[config.mk]
export PLATFORM = sky130hd
export DESIGN_NAME = wormhole_output_allocator
export DESIGN_NICKNAME = d
export VERILOG_FILES = /design/src/rtl/wormhole_output_allocator.sv
export SDC_FILE = /design/constraint.sdc
export NUM_CORES = 1
export LEC_CHECK = 0
export CAP_MARGIN = 20
export CORE_ASPECT_RATIO = 0.9
export CORE_MARGIN = 3
export CORE_UTILIZATION = 57
export DETAILED_ROUTE_END_ITERATION = 7
export PLACE_DENSITY = 0.86
export REMOVE_ABC_BUFFERS = 1
export SYNTH_ARGS = -nofsm -noshare
export SYNTH_HDL_FRONTEND = slang
export SYNTH_SLANG_ARGS = --single-unit
[constraint.sdc]
create_clock -name clk -period 6.2 [get_ports clk]
set_input_delay 1.86 -clock clk [delete_from_list [all_inputs] [get_ports clk]]
set_output_delay 1.86 -clock clk [all_outputs]
set_load 0.1 [all_outputs]
[src/rtl/wormhole_output_allocator.sv]
// Wormhole output-port allocator: each free output grants one heading input by
// round-robin and stays locked to it until that packet's tail is accepted.
module wormhole_output_allocator #(
    parameter int PORTS = 4
) (
    input  logic                     clk,
    input  logic                     rst,
    input  logic [PORTS-1:0]         req_valid,
    input  logic [PORTS-1:0]         req_head,
    input  logic [PORTS-1:0]         req_tail,
    input  logic [PORTS*$clog2(PORTS)-1:0] req_dest,
    input  logic [PORTS-1:0]         out_ack,
    output logic [PORTS-1:0]         in_grant,
    output logic [PORTS*$clog2(PORTS)-1:0] in_route,
    output logic [PORTS-1:0]         out_busy,
    output logic [PORTS*$clog2(PORTS)-1:0] out_sel
);
    localparam int SEL_W = $clog2(PORTS);

    typedef enum logic {
        FREE   = 1'b0,
        LOCKED = 1'b1
    } state_e;

    state_e           state_q [PORTS];
    state_e           state_d [PORTS];
    logic [SEL_W-1:0] sel_q   [PORTS];
    logic [SEL_W-1:0] sel_d   [PORTS];
    logic [SEL_W-1:0] ptr_q   [PORTS];
    logic [SEL_W-1:0] ptr_d   [PORTS];
    logic [SEL_W-1:0] route_q [PORTS];
    logic [SEL_W-1:0] route_d [PORTS];
    logic [PORTS-1:0] grant_q;
    logic [PORTS-1:0] grant_d;
    logic [PORTS-1:0] req_mat [PORTS];

    function automatic logic [SEL_W-1:0] wrap_add(input logic [SEL_W-1:0] base,
                                                  input int unsigned off);
        int unsigned s;
        s = 32'(base) + off;
        return SEL_W'(s % PORTS);
    endfunction

    // req_mat[o][i]: input i is an ungranted header asking for output o
    always_comb begin
        for (int unsigned o = 0; o < PORTS; o++) begin
            req_mat[o] = '0;
            for (int unsigned i = 0; i < PORTS; i++) begin
                req_mat[o][i] = req_valid[i] && req_head[i] && !grant_q[i] &&
                                (req_dest[i*SEL_W +: SEL_W] == SEL_W'(o));
            end
        end
    end

    always_comb begin
        logic [SEL_W-1:0] owner;
        logic [SEL_W-1:0] winner;
        logic [SEL_W-1:0] cand;
        logic             found;
        state_d = state_q;
        sel_d   = sel_q;
        ptr_d   = ptr_q;
        route_d = route_q;
        grant_d = grant_q;
        owner   = '0;
        winner  = '0;
        cand    = '0;
        found   = 1'b0;
        // Release only touches granted inputs and allocation only ungranted
        // ones, so the per-output updates never collide on an input.
        for (int unsigned o = 0; o < PORTS; o++) begin
            if (state_q[o] == LOCKED) begin
                owner = sel_q[o];
                if (req_valid[owner] && req_tail[owner] && out_ack[o]) begin
                    state_d[o]     = FREE;
                    sel_d[o]       = '0;
                    ptr_d[o]       = wrap_add(owner, 1);
                    grant_d[owner] = 1'b0;
                    route_d[owner] = '0;
                end
            end else begin
                found  = 1'b0;
                winner = '0;
                for (int unsigned k = 0; k < PORTS; k++) begin
                    cand = wrap_add(ptr_q[o], k);
                    if (!found && req_mat[o][cand]) begin
                        found  = 1'b1;
                        winner = cand;
                    end
                end
                if (found) begin
                    state_d[o]      = LOCKED;
                    sel_d[o]        = winner;
                    grant_d[winner] = 1'b1;
                    route_d[winner] = SEL_W'(o);
                end
            end
        end
    end

    always_ff @(posedge clk) begin
        if (rst) begin
            for (int unsigned o = 0; o < PORTS; o++) begin
                state_q[o] <= FREE;
                sel_q[o]   <= '0;
                ptr_q[o]   <= '0;
                route_q[o] <= '0;
            end
            grant_q <= '0;
        end else begin
            state_q <= state_d;
            sel_q   <= sel_d;
            ptr_q   <= ptr_d;
            route_q <= route_d;
            grant_q <= grant_d;
        end
    end

    always_comb begin
        in_grant = grant_q;
        in_route = '0;
        out_busy = '0;
        out_sel  = '0;
        for (int unsigned p = 0; p < PORTS; p++) begin
            in_route[p*SEL_W +: SEL_W] = route_q[p];
            out_busy[p]                = (state_q[p] == LOCKED);
            out_sel[p*SEL_W +: SEL_W]  = sel_q[p];
        end
    end

    // Ownership must agree in both directions between outputs and inputs.
    for (genvar g = 0; g < PORTS; g++) begin : g_own_chk
        assert property (@(posedge clk) disable iff (rst)
            (state_q[g] == LOCKED) |-> (grant_q[sel_q[g]] && route_q[sel_q[g]] == SEL_W'(g)));
        assert property (@(posedge clk) disable iff (rst)
            grant_q[g] |-> (state_q[route_q[g]] == LOCKED && sel_q[route_q[g]] == SEL_W'(g)));
    end

endmodule

* Word level (Yosys, flattened, before mapping) *
Cells that the tools add are included.

operators by class
  bitwise gates (word level) = 37
  add/subtract/negate cells = 16
  equality and inequality tests = 16
  reductions and logical operators = 92
  magnitude comparators = 48
  muxes and demuxes = 180

operator list
  cell                                                                           number
  8-bit 2-to-1 mux                                                               12
  2-bit 2-to-1 mux                                                               40
  1-bit 2-to-1 mux                                                               76
  2-bit by 3-bit less-than comparator with 1-bit output (second input constant)  24
  1-bit logical AND                                                              60
  1-bit binary-select mux with 2-bit select                                      24
  4-bit 2-to-1 mux                                                               12
  8-bit AND                                                                      5
  8-bit NOT                                                                      5
  2-bit demux with 2-bit select                                                  8
  4-bit AND                                                                      6
  3-bit >= comparator (second input constant)                                    8
  3-bit by 1-bit less-than comparator with 1-bit output (second input constant)  8
  2-bit NOT with 3-bit output                                                    8
  4-bit NOT                                                                      6
  4-bit OR                                                                       6
  2-bit by 1-bit adder with 2-bit output (second input constant)                 8
  2-bit adder (second input constant)                                            8
  1-bit demux with 2-bit select                                                  8
  2-bit equality test (second input constant)                                    8
  2-bit by 1-bit >= comparator with 1-bit output (second input constant)         8
  1-bit zero test                                                                16
  2-bit AND reduction                                                            8
  2-bit by 1-bit equality test with 1-bit output (second input constant)         4
  4 further kinds                                                                13

storage, ports and cells
  register bits = 32
  bits of input ports = 26
  output and inout bits = 24

* Longest topological paths before layout *
  depth after elaboration = 37
  mapped depth = 7

* Worst setup path after synthesis *
OpenSTA, ideal clock, no wires.

  path type = in2reg
  start point = input req_dest[5]
  end point = register grant_q[1], in the netlist in_grant[1]
  data arrival time = 3.281 ns
  buffers on the path = 0
  cell stages on the path = 6
  path slack = 2.797 ns
  path through = and4bb_2 -> nand2_2 -> a222oi_1 -> nand2b_1 -> nand3_1 -> a221o_1

on the way
  word-level cells in the longest chain between the ends = 34
  elaborated cells between the ends (all ways) = 154
  those cells by class = order compare (8); eq/ne (3); mux (103); bitwise (7); reduce/logical (33)

ends and longest elaborated chain
  element                                                 line    RTL
  from (decl)                                             11      input logic [PORTS*$clog2(PORTS)-1:0] req_dest,
  2-bit zero test                                         50      (req_dest[i*SEL_W +: SEL_W] == SEL_W'(o));
  1-bit logical AND                                       49      req_mat[o][i] = req_valid[i] && req_head[i] && !grant_q[i] &&
  1-bit binary-select mux with 2-bit select               86      if (!found && req_mat[o][cand]) begin
  1-bit 2-to-1 mux (not written as such)                  86
  1-bit 2-to-1 mux                                        86
  1-bit 2-to-1 mux                                        72      if (state_q[o] == LOCKED) begin
  1-bit zero test                                         86
  1-bit logical AND                                       86
  [18 not listed]                                         -
  4-bit 2-to-1 mux (on tied branches)                     91, 74
  4-bit 2-to-1 mux                                        72
  4-bit OR (no source line) or 4-bit AND (tied branches)  -
  4-bit 2-to-1 mux (on tied branches)                     91, 74
  4-bit 2-to-1 mux                                        72
  4-bit OR (no source line) or 4-bit AND (tied branches)  -
  4-bit 2-to-1 mux (on tied branches)                     91, 74
  4-bit 2-to-1 mux *                                      72
  to (signal assigned)                                    115     grant_q <= grant_d;
  to (decl)                                               33      logic [PORTS-1:0] grant_q;

Every way passes the cells marked *; elsewhere a longest branch is shown, timed or not. The select of a mux whose other input is x is not followed.
A chain may end at the register's enable or synchronous reset.

* Worst setup path after layout *
  start point = input req_valid[3]
  end point = register grant_q[2], in the netlist in_grant[2]

on the way
  word-level cells in the longest chain between the ends = 35
  elaborated cells between the ends (all ways) = 169
  those cells by class = order compare (8); mux (112); bitwise (7); reduce/logical (42)

ends and longest elaborated chain
  element                                                 line    RTL
  from (decl)                                             8       input logic [PORTS-1:0] req_valid,
  1-bit logical AND (3 in series)                         49
  1-bit binary-select mux with 2-bit select               86
  1-bit 2-to-1 mux (not written as such)                  86
  1-bit 2-to-1 mux                                        86
  1-bit 2-to-1 mux                                        72
  1-bit zero test                                         86
  1-bit logical AND                                       86
  1-bit 2-to-1 mux                                        86
  [17 not listed]                                         -
  4-bit 2-to-1 mux (on tied branches)                     91, 74
  4-bit 2-to-1 mux                                        72
  4-bit OR (no source line) or 4-bit AND (tied branches)  -
  4-bit 2-to-1 mux (on tied branches)                     91, 74
  4-bit 2-to-1 mux                                        72
  4-bit OR (no source line) or 4-bit AND (tied branches)  -
  4-bit 2-to-1 mux (on tied branches)                     91, 74
  4-bit 2-to-1 mux *                                      72

Marked as above.

==> results <==
- The overall die width is a little under 80 microns.
- The number of global-route vias before repair is ~2800.
- The signal on the critical path passes through clkdlybuf4s50_1 > nand2_1 > mux4_2 > nor2_1 > a22oi_1 > a221oi_1 > o311ai_1.
- For this design the static power due to leakage is 1.146 nW.
- The clock-pin slew reported for the worst setup and hold paths after clock tree synthesis is ~0.070 ns.
- The TritonCTS clock tree is done.
- The final standard cell utilization of the core is about three quarters.
- The number of buffers added on ports is between 40 and 50.
- Setup violations remaining at the end of the flow were counted as 0.
- The final count of pins violating max slew is 0.
- The critical path in this run is classified as in2reg.
- The post-cts sizing count is 0.
- At the end of routability-driven placement, the weighted congestion stood at between 0.9 and 1.
- The run finished with clean final reports.
- The count of buffer and inverter cells on the critical path is 1.
- STA classifies the critical path startpoint as an input port.
- For this run, the register share of the synthesized area comes to 23.55%.
- The floorplan has 23 rows.
- The count of max-cap constraint violations is 0.
- The starting density of the core is between 60% and 70%.
- The floorplan step defined a die boundary enclosing about 5600 sq um.
- The repair_antennas step left the layout with diodes totalling 0.
- The maximum clock rate is 0.2359 GHz.
- In this design, the stage delay of the slowest critical-path cell is 0.60 ns.
- The post-synthesis to final-layout area growth is 22.26%.
- After Yosys synthesis, XOR and XNOR cells account for 0% of the synthesized area.
- The compound-gate portion of the synthesized area is between 30% and 40%.
- After clock tree synthesis, the flow added hold-fix buffers numbering 0.
- The share of synthesized area spent on multiplexers is under 10%.
- Global routing consumed, over all layers together, 30.62% of the routing resources.
- For the worst setup path, the data arrival time is ~4.4 ns.
- The routed design could run at a clock period as short as roughly 4.2 ns.
- The fraction of layout instances using a drive strength above 1 is approximately 10%.
- After clock tree synthesis, the setup repair step added 0 buffers.
- The largest net degree at the start of global routing is 20.
- Each instance of the synthesized netlist takes up on average roughly 8.4 sq um.
- The area of the mapped netlist is between 2000 and 3000 sq um.
- The cell class contributing the biggest share of worst-path delay is simple AND/OR/NAND/NOR gates.
- The placeable core region is approximately 4500 sq um.
- The number of standard cells after synthesis is around 320.
- The number of enable-type register cells in the synthesized netlist is 0.
- The total of warnings raised by yosys is 0.
- CTS placed an instance of sky130_fd_sc_hd__clkbuf_8 at the clock tree root.
- The number of nets in the finished design is 411.
- After detailed routing, the number of remaining DRC violations is 0.
- The number of distinct library cells after synthesis is 73.
- Clock latency on the worst-skew pair, taken at its later pin, is approximately 0.29 ns.
- For the pin with the worst max-slew slack, the measured transition is ~0.99 ns.
- The worst path required time is 6.36 ns.
- The highest net fanout along the worst path is 11.
- Of the total synthesized cell area, the portion taken by full adders, half adders and majority gates is 7.360%.
- The synthesis-stage register bit count is 32.
- The total negative slack is 0 ns.
- After synthesis, the share of flip-flops with an asynchronous set or reset is 0%.
- The first detailed-routing pass took 6 iterations.
- The wire length of the first global-routing pass is roughly 14000 microns.
- For this block, the routed nets add up to between 8000 and 9000 microns of wire.
- The kind of path behind the tightest hold check is reg2reg.
- In the synthesized netlist the dominant register cell turns out to be sky130_fd_sc_hd__dfxtp_1.
- In this run the tightest slew margin relative to its limit is around a third.
- The post-route antenna net violation count is 0.
- The fraction of the mapped netlist area in simple logic gates is approximately 26%.
- The largest individual stage delay along the critical path comes from the cell sky130_fd_sc_hd__clkdlybuf4s50_1.
- The final routed wire length divided by cell count is 19.05 microns.
- Summing over every cut layer, the via total after detailed routing is a little under 3000.
- Across the VDD grid, the largest voltage drop is around 0.18 mV.
- The die is between 70 and 80 microns tall.
- In this run the power density over the cells is a little under 200 nW/um^2.
- After synthesis, the largest family of logic cells by area is compound AO/OA/AOI/OAI gates.
- In the routed layout, each cell is associated on average with a via count of around 7.
- The final critical path takes up 68.36% of the cycle.
- The HPWL after detailed placement is 6314 microns.
- Setup repair after global routing left no endpoint under its margin.
- For this run the aggregate overflow at the end of global routing stands at 0.
- The first-iteration detailed-routing DRC count is between 300 and 400.
- The count of clock tree sinks is 32.
- The clock tree buffer depth is 2.
- In this run the count of I/O pins placed on the die edge is 50.
- The total CTS buffers is 5.
- The initial antenna violation count came to 0.
- The final clock skew is about 0.0037 ns.
- The category of the worst setup path capture point is a flop.
- The number of levels the H-tree was split into is 2.
- The number of failing hold endpoints at the final stage is 0.
-- state kept, by name, indices dropped and copies added, names as in the netlist --
register and cells:
in_route 8, out_sel 8, ptr_q 8, in_grant 4
out_busy 4
-- cell families after synthesis --
family | count (synthesis)
fa+ha+maj | 16
simple gates | 120
buf+inv | 32
compound gates | 117
flops | 32
mux | 7
-- metal layers --
| metal | up-vias | GRT usage, % | wire (microns) |
|---|---|---|---|
| li1 | 1358 | - | - |
| met1 | 1400 | 42.10 | 3637 |
| met2 | 182 | 47.79 | 3583 |
| met3 | 19 | 6.156 | 819 |
| met4 | 0 | 11.45 | 189 |
| met5 | - | 0 | 0 |
-- worst register-to-register path: stages (launching register included) --
cell	delay, ns
sky130_fd_sc_hd__dfxtp_1	0.35
sky130_fd_sc_hd__inv_1	0.17
sky130_fd_sc_hd__mux4_2	0.58
sky130_fd_sc_hd__nor2_1	0.58
sky130_fd_sc_hd__a22oi_1	0.26
sky130_fd_sc_hd__a221oi_1	0.31
sky130_fd_sc_hd__o311ai_1	0.12
-- layout by cell type, fill, tap and decap left out, types with 12 or more instances in the layout --
| master | n |
|---|---|
| sky130_fd_sc_hd__clkdlybuf4s50_1 | 49 |
| sky130_fd_sc_hd__nor2_1 | 32 |
| sky130_fd_sc_hd__dfxtp_1 | 32 |
| sky130_fd_sc_hd__nand2_1 | 24 |
| sky130_fd_sc_hd__inv_1 | 18 |
| sky130_fd_sc_hd__ha_1 | 16 |
| sky130_fd_sc_hd__a22oi_1 | 15 |
| sky130_fd_sc_hd__a21oi_1 | 14 |
| sky130_fd_sc_hd__a211oi_1 | 12 |
-- area by class of cell --
type | count | area [sq um]
Multi-Input combinational cell | 260 | 1942
Sequential cell | 32 | 640.6
Clock inverter | 2 | 10.01
Clock buffer | 6 | 82.58
Timing Repair Buffer | 50 | 498.0
Fill cell | 356 | 1192
Inverter | 20 | 75.07
Tap cell | 62 | 77.57
-- power by group --
group	switching [mW]	total, mW	internal (mW)
combinational	0.165	0.245	0.0805
sequential	0.0171	0.236	0.219
clock	0.0820	0.171	0.0886
total	0.264	0.652	0.388
-- synthesized netlist by cell type (4+ instances only) --
cell type                   instances  area (sq um)
sky130_fd_sc_hd__a21oi_1           14         70.07
sky130_fd_sc_hd__nand2_1           24         90.09
sky130_fd_sc_hd__a21o_1             5         37.54
sky130_fd_sc_hd__o21ai_0            9         45.04
sky130_fd_sc_hd__nand4bb_1          6         67.56
sky130_fd_sc_hd__buf_4              4         30.03
sky130_fd_sc_hd__dfxtp_1           32         640.6
sky130_fd_sc_hd__nand3_1           10         50.05
sky130_fd_sc_hd__inv_1             18         67.56
sky130_fd_sc_hd__nor2b_1            5         31.28
sky130_fd_sc_hd__o211ai_1           4         30.03
sky130_fd_sc_hd__nor2_1            32         120.1
sky130_fd_sc_hd__a31oi_1            9         56.30
sky130_fd_sc_hd__a22oi_1           15         112.6
sky130_fd_sc_hd__clkbuf_1           6         22.52
sky130_fd_sc_hd__mux4_2             4         90.09
sky130_fd_sc_hd__a32oi_1            4         35.03
sky130_fd_sc_hd__nor3_1            10         50.05
sky130_fd_sc_hd__o22ai_1            4         25.02
sky130_fd_sc_hd__ha_1              16         200.2
sky130_fd_sc_hd__a211oi_1          12         90.09
-- through the flow --
step	hold slack, ns	area, sq um	cells	power [mW]	setup slack (ns)
6_report	0.4759	3326	432	0.6519	1.962
5_1_grt	0.5139	3326	432	0.6786	1.829
4_1_cts	0.4818	3326	432	0.6488	2.048
3_5_place_dp	0.4571	3233	424	0.4808	1.757
3_3_place_gp	0.4552	3233	424	0.4785	1.862
2_1_floorplan	0.4662	2658	312	0.4068	2.711
-- final timing paths --
check                           cells after the start  slack, ns           to         start
worst max-delay path                                7       1.96  in_grant[2]  req_valid[3]
worst min-delay path                                1       0.48  in_route[7]   in_route[7]
worst max register to register                      6       3.70  in_grant[2]    out_sel[2]
worst min register to register                      1       0.48  in_route[7]   in_route[7]
Note: power is estimated with default switching activity, not from simulation.
